File: config.mk
export PLATFORM = sky130hd
export DESIGN_NAME = seq_store
export DESIGN_NICKNAME = d
export VERILOG_FILES = /design/src/rtl/seq_store.sv
export SDC_FILE = /design/constraint.sdc
export NUM_CORES = 1
export LEC_CHECK = 0
export ABC_AREA = 1
export CORE_ASPECT_RATIO = 1.25
export CORE_UTILIZATION = 35
export DETAILED_ROUTE_END_ITERATION = 7
export PLACE_DENSITY = 0.58
export SYNTH_ARGS = -nofsm -noshare
export SYNTH_HDL_FRONTEND = slang
export SYNTH_SLANG_ARGS = --single-unit
File: constraint.sdc
create_clock -name clk -period 27 [get_ports clk]
set_input_delay 5.4 -clock clk [delete_from_list [all_inputs] [get_ports clk]]
set_output_delay 5.4 -clock clk [all_outputs]
set_load 0.01 [all_outputs]
File: src/rtl/seq_store.sv
// seq_store: result store with count-derived EMPTY/FILLING/FULL state and a wrapping display pointer
// Ports:
//   clk, reset (async, active-high), clr (sync clear pulse)
//   wr_valid/wr_err/wr_data : upstream result; stored only when wr_err == 0 and not full
//   nxt                     : advance the display pointer, wrapping at count
//   rd_data/rd_idx          : entry under the display pointer (0 when empty) and the pointer itself
//   count/full/empty        : number of valid entries and its flags
//   err_out/ovf/wr_ack      : sticky error code, sticky overflow, pulse after an accepted write
module seq_store #(
  parameter int DEPTH = 10,
  parameter int WIDTH = 32
) (
  input  logic             clk,
  input  logic             reset,
  input  logic             clr,
  input  logic             wr_valid,
  input  logic [1:0]       wr_err,
  input  logic [WIDTH-1:0] wr_data,
  input  logic             nxt,
  output logic [WIDTH-1:0] rd_data,
  output logic [3:0]       rd_idx,
  output logic [3:0]       count,
  output logic             full,
  output logic             empty,
  output logic [1:0]       err_out,
  output logic             ovf,
  output logic             wr_ack
);
  localparam logic [3:0] LAST = 4'(DEPTH);
  typedef enum logic [1:0] {EMPTY, FILLING, FULL} state_t;
  state_t state;
  logic [WIDTH-1:0] mem [DEPTH];
  logic accept;
  logic [3:0] idx_inc;
  // State is a pure function of count so the two can never disagree.
  always_comb begin
    state   = count == 4'd0 ? EMPTY : (count == LAST ? FULL : FILLING);
    accept  = wr_valid && wr_err == 2'd0 && state != FULL;
    idx_inc = rd_idx + 4'd1;
  end
  assign empty   = state == EMPTY;
  assign full    = state == FULL;
  assign rd_data = empty ? '0 : mem[rd_idx];
  always_ff @(posedge clk or posedge reset) begin
    if (reset) begin
      count   <= '0;
      rd_idx  <= '0;
      err_out <= '0;
      ovf     <= 1'b0;
      wr_ack  <= 1'b0;
      for (int i = 0; i < DEPTH; i++) mem[i] <= '0;
    end else if (clr) begin
      count   <= '0;
      rd_idx  <= '0;
      err_out <= '0;
      ovf     <= 1'b0;
      wr_ack  <= 1'b0;
      for (int i = 0; i < DEPTH; i++) mem[i] <= '0;
    end else begin
      wr_ack <= accept;
      if (accept) begin
        mem[count] <= wr_data;
        count      <= count + 4'd1;
      end
      if (wr_valid && wr_err != 2'd0) err_out <= wr_err;
      if (wr_valid && wr_err == 2'd0 && state == FULL) ovf <= 1'b1;
      // Wrap compares against the pre-write count, so a same-cycle write does not extend the lap.
      if (nxt && !empty) rd_idx <= idx_inc == count ? 4'd0 : idx_inc;
    end
  end
endmodule

== After elaboration in Yosys (flattened, before gate mapping) ==
Index checks and enable logic that the tools add are counted.
Word-level totals
  bits in registers: 332
  input bits: 39
  logic and storage cells: 62
Cells by class
  add/sub/neg operators: 2
  order comparisons: 3
  equality and inequality tests: 4
  mux-type cells: 21
  bitwise logic cells: 2
  reduce and logical (&&, ||, !) cells: 15
Operators by type and width (count)
  2-to-1 mux 320 bit: 2
  bitwise mux 320 bit: 1
  binary-select mux 32 bit (select 4 bit): 1
  demux 32 bit (select 4 bit): 1
  2-to-1 mux 32 bit: 4
  2-to-1 mux 4 bit: 5
  >= comparator 5 bit (second input constant): 2
  inverter 4 -> 5 bit: 2
  nonzero test 2 bit: 5
  adder 4 x 1 -> 4 bit (second input constant): 2
  2-to-1 mux 2 bit: 4
  logical AND 1 bit: 6
  less-than comparator 5 x 1 -> 1 bit (second input constant): 1
  equality test 4 bit: 1
  equality test 4 bit (second input constant): 1
  logical NOT 2 bit: 2
  logical NOT 4 bit: 1
  2-to-1 mux 1 bit: 3
  equality test 2 bit (second input constant): 1
  != test 2 bit (second input constant): 1
  logical NOT 1 bit: 1

== Logic depth before layout (Yosys ltp) ==
Gate-level depths: netlist of the first run.
  depth after elaboration: 8
  mapped depth: 10
  gate-level depth less buffers: 9

== Worst setup path after synthesis of the first run ==
Ideal clock, no wire load.
  path type: register to output
  start point: register rd_idx[1]
  end point: output port rd_data[14]
  data arrival time: 1.493 ns
  slack: 20.107 ns
  cell stages (with the launch flop): 8
  cells stage by stage: dfrtp_1 buf_2 buf_2 clkbuf_1 nand3_1 nand3_1 nand3_1 a21oi_1
On the way
  longest elaborated chain between the ends: 5
RTL lines
  start: declaration: line 21  | output logic [3:0] rd_idx,
  start signal: assignment: line 68  | if (nxt && !empty) rd_idx <= idx_inc == count ? 4'd0 : idx_inc;
  inverter 4 -> 5 bit (implied by the code): line 43  | assign rd_data = empty ? '0 : mem[rd_idx];
  binary-select mux 32 bit (select 4 bit): line 43
  2-to-1 mux 32 bit (implied by the code) (2 in a row): line 43
  2-to-1 mux 32 bit: line 43
  end: declaration: line 20  | output logic [WIDTH-1:0] rd_data,
Every way passes these cells. The select of a mux whose other input is x is not followed.

== Worst setup path in the final report of the first run ==
  start point: register rd_idx[0]
  end point: output port rd_data[19]
Same word-level chain as after synthesis.

==> results.cfg, run 1 <==
[clock_network]
cts_root_buffer = clkbuf_16
ctsHoldBuffers = 0
post_cts_buffers = 0
clk_pin_slew_worst_paths_ns = 0.06
htree_levels = 2
clock-sinks = 332
numCtsBuffers = 37
tritoncts = yes
post_cts_resized = 0
clk_latency_ns = 0.53
clockBufferDepth = 3

[global_route]
grtUsageMet2_pct = 37.13
met1_usage_pct = 30.71
busiest_layer = met2
globalRouteOverflowTotal = 0
gr-usage-met3_pct = 3.394
antenna_found_initial = 0
grt_pass1_vias = 13557
grt_first_pass_wirelength_mm = 79.29
grt_use_total_pct = 22.56
grt_max_degree = 183

[timing]
hold_viol_final = 0
fin_crit_ns = 9.397
skew_ns = 0.01246
hold_slack_ns = 0.5066
finalSetupTns_ns = 0
fin_crit_sh_pct = 34.80
worst_pin_slew_ns = 1.170
slew-limit-headroom_pct = 22.00
final_max_slew_viol_count = 0
grt_setup_unrepaired = no
fin_ws_ns = 17.60
setup_viol = 0
max_freq_mhz = 106.4

[power_and_ir_drop]
finalPower_w = 0.001137
pwr_density_cell_nw_per_um2 = 63.11
p_leak_nw = 8.072
ir_drop_mv = 0.04641

[cells_and_area]
area_growth_pct = 16.86
drive_gt1_share_pct = 5.842
num_antenna_cells = 0
final_cell_mix = nand2_1 (401), dfrtp_1 (329), inv_1 (301), o22ai_1 (275), nand3_1 (263)
mostFrequentLayoutCell = nand2_1
final_area_sq_um = 18020
final_nets = 1932

[detailed_routing]
drc = 0
routedWlPerCell_um = 20.15
ant_nets = 0
wl_mm = 50.02
first_iter_violations = 1257
via_per_inst = 5.490
dr_total_vias = 13627
detail_route.first_pass.iterations = 6

[min_path]
hp-class = flip-flop to flip-flop

[yosys]
synthMuxAreaShare_pct = 0
synth_cell_type_count = 21
synth_compound_area_share_pct = 15.20
synthAdderAreaFrac_pct = 0.4058
synth-seq-cells = 332
synth_fp_nets = 1912
avgSynthCellArea_sq_um = 8.253
syn-cell-area_sq_um = 15420
syn_inst = 1868
synthSimpleGateAreaFrac_pct = 19.30
synth_xor_area_share_pct = 0
yosysSeqAreaShare_pct = 53.89
synth_top_family_by_area = simple AND/OR/NAND/NOR gates
yosysWarnings = 0

[place]
place_area_sq_um = 16670
port_buffers = 84
post-place-ws_ns = 18.22
routabilityCongestion = 0.7983
place_hpwl_mm = 26.93

[floorplan]
die-area_sq_um = 44900
dieHeight_um = 236.7
core_area_sq_um = 43290
die_width_um = 189.7
start_util_pct = 35.62
std_cell_rows = 85
io_pins = 85

[status]
status = finished clean

[critical_path]
start_kind = flip-flop
cp-end-kind = primary output
worst-setup-path-type = flip-flop to primary output
crit_required_ns = 21.60
worstPathArrival_ns = 4.00
crit_fanout = 104

[run]
cap_viol_max_count = 0
[registers in the layout, summed over array words and instances (netlist names)]
register	cells
count	4
err_out	2
mem	320
ovf	1
rd_idx	4
wr_ack	1
[Yosys cell counts, drive strengths merged]
library cell | instances | area, sq um
a21oi | 35 | 175.2
a22oi | 15 | 112.6
buf | 72 | 331.6
clkbuf | 60 | 225.2
clkinv | 1 | 3.750
dfrtp | 332 | 8308
ha | 5 | 62.56
inv | 311 | 1167
nand2 | 404 | 1521
nand3 | 265 | 1331
nand4 | 7 | 43.79
nor2 | 16 | 62.56
nor3 | 2 | 10.01
o21ai | 67 | 335.3
o22ai | 275 | 1720
or2 | 1 | 6.260
[layout make-up]
| type | count | area, sq um |
|---|---|---|
| fillers | 4238 | 25270 |
| multi-input cells | 1092 | 5394 |
| repair buffers | 113 | 1071 |
| clock buffers | 54 | 1122 |
| flip-flops and latches | 332 | 8314 |
| clock inverters | 14 | 226.5 |
| well taps | 565 | 706.9 |
| inverters | 312 | 1182 |
[metal layers]
layer,share of wire [%],vias up
li1,-,6246
met1,43,6816
met2,48,477
met3,6.2,88
met4,2.5,0
met5,0,-
[logic make-up after synthesis]
logic type | after synthesis
simple gates | 695
flops | 332
buf+inv | 444
fa+ha+maj | 5
compound gates | 392
[report_power, final]
part,leakage [nW],switching (W),internal (W)
logic,2.78,0.0000591,0.0000213
registers,4.63,0.000000983,0.000500
clock network,0.665,0.000209,0.000346
total,8.07,0.000269,0.000868
[worst max-delay path: stages (launching register included)]
cell and delay [ns]:
dfrtp_4 0.42, buf_4 0.81, buf_4 1.02, nand2_1 0.10
o21ai_0 0.12, nand2_1 0.07, a21oi_1 0.26, clkdlybuf4s50_1 0.59
[metrics by stage]
stage | util [%] | cells
global placement | 38.51 | 2414
global route | 41.62 | 2482
detailed placement | 38.51 | 2414
finish | 41.62 | 2482
floorplan | - | 1868
CTS | 41.62 | 2482
[path summary, 6_finish.rpt]
kind                                         from                     end  slack, ns  cells after the start
max in group asynchronous                   reset   rd_idx[0]$_DFFE_PP0P_      19.31                      4
hold / removal             err_out[1]$_DFFE_PP0P_  err_out[1]$_DFFE_PP0P_       0.51                      2
setup reg to reg             count[0]$_DFFE_PP0P_    mem[293]$_DFFE_PP0P_      23.52                      9
min in group asynchronous                   reset    mem[208]$_DFFE_PP0P_       5.41                      2
hold reg to reg            err_out[1]$_DFFE_PP0P_  err_out[1]$_DFFE_PP0P_       0.51                      2
setup / recovery            rd_idx[0]$_DFFE_PP0P_             rd_data[19]      17.60                      7
Power figures use the tool's default switching activity.
==> inputs of run 2 (changes only) <==
--- a/config.mk
+++ b/config.mk
@@ -9,7 +9,7 @@
 export CORE_ASPECT_RATIO = 1.25
 export CORE_UTILIZATION = 35
 export DETAILED_ROUTE_END_ITERATION = 7
-export PLACE_DENSITY = 0.58
+export PLACE_DENSITY = 0.6
 export SYNTH_ARGS = -nofsm -noshare
 export SYNTH_HDL_FRONTEND = slang
 export SYNTH_SLANG_ARGS = --single-unit
==> constraint.sdc (replaced) <==
create_clock -name clk -period 7.9 [get_ports clk]
set_input_delay 1.58 -clock clk [delete_from_list [all_inputs] [get_ports clk]]
set_output_delay 1.58 -clock clk [all_outputs]
set_load 0.01 [all_outputs]
==> run 2 against run 1 <==
- worst hold slack improved by 0.0039 ns
- sequential power grew to 3.4 times the previous value
- clock power rose to 3.1 times the previous value
- register-to-register slack lost 19 ns
- critical path depth up 1
- count of clock-buffer cells in the layout stayed put
- critical endpoint is now rd_data[0]
- via count rose by 0.88%
- wire length hardly changed
==> results.cfg, run 2 (same netlist as run 1, synthesis figures left out) <==
[place]
place_hpwl_mm = 26.77
placed_cells = 2417
post-place-ws_ns = 3.096
routabilityCongestion = 0.7900
port_buffers = 84

[cells_and_area]
final_cells = 2479
drive_gt1_share_pct = 5.538
final_cell_mix = nand2_1 (401), dfrtp_1 (329), inv_1 (301), o22ai_1 (275), nand3_1 (263)
seq_area_sq_um = 8314
mostFrequentLayoutCell = nand2_1
largest_reg_flops = 320
top_register = mem
final_nets = 1934
area_growth_pct = 16.12
fillers = 4202
largestRegisters = mem: 320 flops, count: 4 flops, rd_idx: 4 flops
num_antenna_cells = 0
multiInputGateArea_sq_um = 5394

[critical_path]
worst-setup-path-type = flip-flop to primary output
path_cells = inv_4 -> buf_4 -> nand2_1 -> nand3_1 -> nand3_1 -> nand3_1 -> a21oi_1 -> clkdlybuf4s50_1
worstPathArrival_ns = 3.88
critPathMaxStageDelay_ns = 0.80
timing.critical_path.mode_cell = nand3_1
cp_slowest_cell = buf_4
cp-end-kind = primary output
crit_fanout = 73
crit_required_ns = 6.32
start_kind = flip-flop

[timing]
skew_ns = 0.009782
fin_ws_ns = 2.438
max_freq_mhz = 183.1
slew-limit-headroom_pct = 30.85
worst_pin_slew_ns = 1.035
final_max_slew_viol_count = 0
fin_crit_sh_pct = 69.14
finalSetupTns_ns = 0
setup_viol = 0
hold_viol_final = 0
grt_setup_unrepaired = no
fin_crit_ns = 5.462
hold_slack_ns = 0.5104

[power_and_ir_drop]
p_leak_nw = 8.012
pwr_density_cell_nw_per_um2 = 207.9
ir_drop_mv = 0.1094
finalPower_w = 0.003722

[detailed_routing]
dr_total_vias = 13747
ant_nets = 0
wl_mm = 49.98
drc = 0
routedWlPerCell_um = 20.16
detail_route.first_pass.iterations = 8
via_per_inst = 5.545
first_iter_violations = 1437

[global_route]
antenna_found_initial = 0
grt_pass1_vias = 13635
globalRouteOverflowTotal = 0
grt_first_pass_wirelength_mm = 78.92
grt_max_degree = 145
grt_use_total_pct = 22.49

[floorplan]
start_util_pct = 35.62
std_cell_rows = 85
die-area_sq_um = 44900
io_pins = 85
die_width_um = 189.7
dieHeight_um = 236.7
core_area_sq_um = 43290

[clock_network]
clockBufferDepth = 3
post_cts_buffers = 0
numCtsBuffers = 36
ctsHoldBuffers = 0
cts_root_buffer = clkbuf_16
clock-sinks = 332
post_cts_resized = 0
tritoncts = yes
clk_pin_slew_worst_paths_ns = 0.07
htree_levels = 2
clk_latency_ns = 0.54

[run]
cap_viol_max_count = 0

[status]
status = finished clean

[min_path]
hp-class = flip-flop to flip-flop
==> run 2: final timing paths <==
| path | start | to | slack, ns | cells past startpoint |
|---|---|---|---|---|
| setup / recovery | rd_idx[0]$_DFFE_PP0P_ | rd_data[0] | 2.44 | 8 |
| hold / removal | err_out[0]$_DFFE_PP0P_ | err_out[0]$_DFFE_PP0P_ | 0.51 | 2 |
| setup reg to reg | count[0]$_DFFE_PP0P_ | mem[154]$_DFFE_PP0P_ | 4.37 | 9 |
| hold reg to reg | err_out[0]$_DFFE_PP0P_ | err_out[0]$_DFFE_PP0P_ | 0.51 | 2 |
| max in group asynchronous | reset | rd_idx[1]$_DFFE_PP0P_ | 4.98 | 4 |
| min in group asynchronous | reset | mem[82]$_DFFE_PP0P_ | 1.65 | 3 |
==> run 2: layout make-up <==
cell class                 instances  area share, %
timing repair buffer             116          6.178
multi-input combinational       1092          30.13
clock inverter                     8         0.6849
clock buffer                      54          6.032
sequential                       332          46.44
tap                              565          3.949
inverter                         312          6.584
==> run 2: report_power, final <==
part	leakage, nW	switching, W	internal, W
combinational	2.79	0.000200	0.0000735
sequential	4.63	0.00000728	0.00171
clock	0.593	0.000691	0.00104
total	8.01	0.000897	0.00282
==> run 2: per-layer routing <==
metal  vias up  GRT usage [%]  share of wire [%]
li1       6241              -                  -
met1      6850          30.72                 43
met2       542          36.10                 47
met3       114          3.187                6.3
met4         0          8.456                3.3
met5         -              0                  0
==> run 2: critical path, delay by kind of cell (launching register included) <==
kind | cells | cell delay [ns]
buf+inv | 3 | 1.94
flops | 1 | 0.72
simple gates | 4 | 0.48
compound gates | 1 | 0.12
==> run 2: stage by stage <==
step | instance area, sq um | util (%)
6_report | 17900 | 41.36
5_1_grt | 17900 | 41.36
4_1_cts | 17900 | 41.36
3_5_place_dp | 16700 | 38.58
3_3_place_gp | 16700 | 38.58
2_1_floorplan | 15420 | -
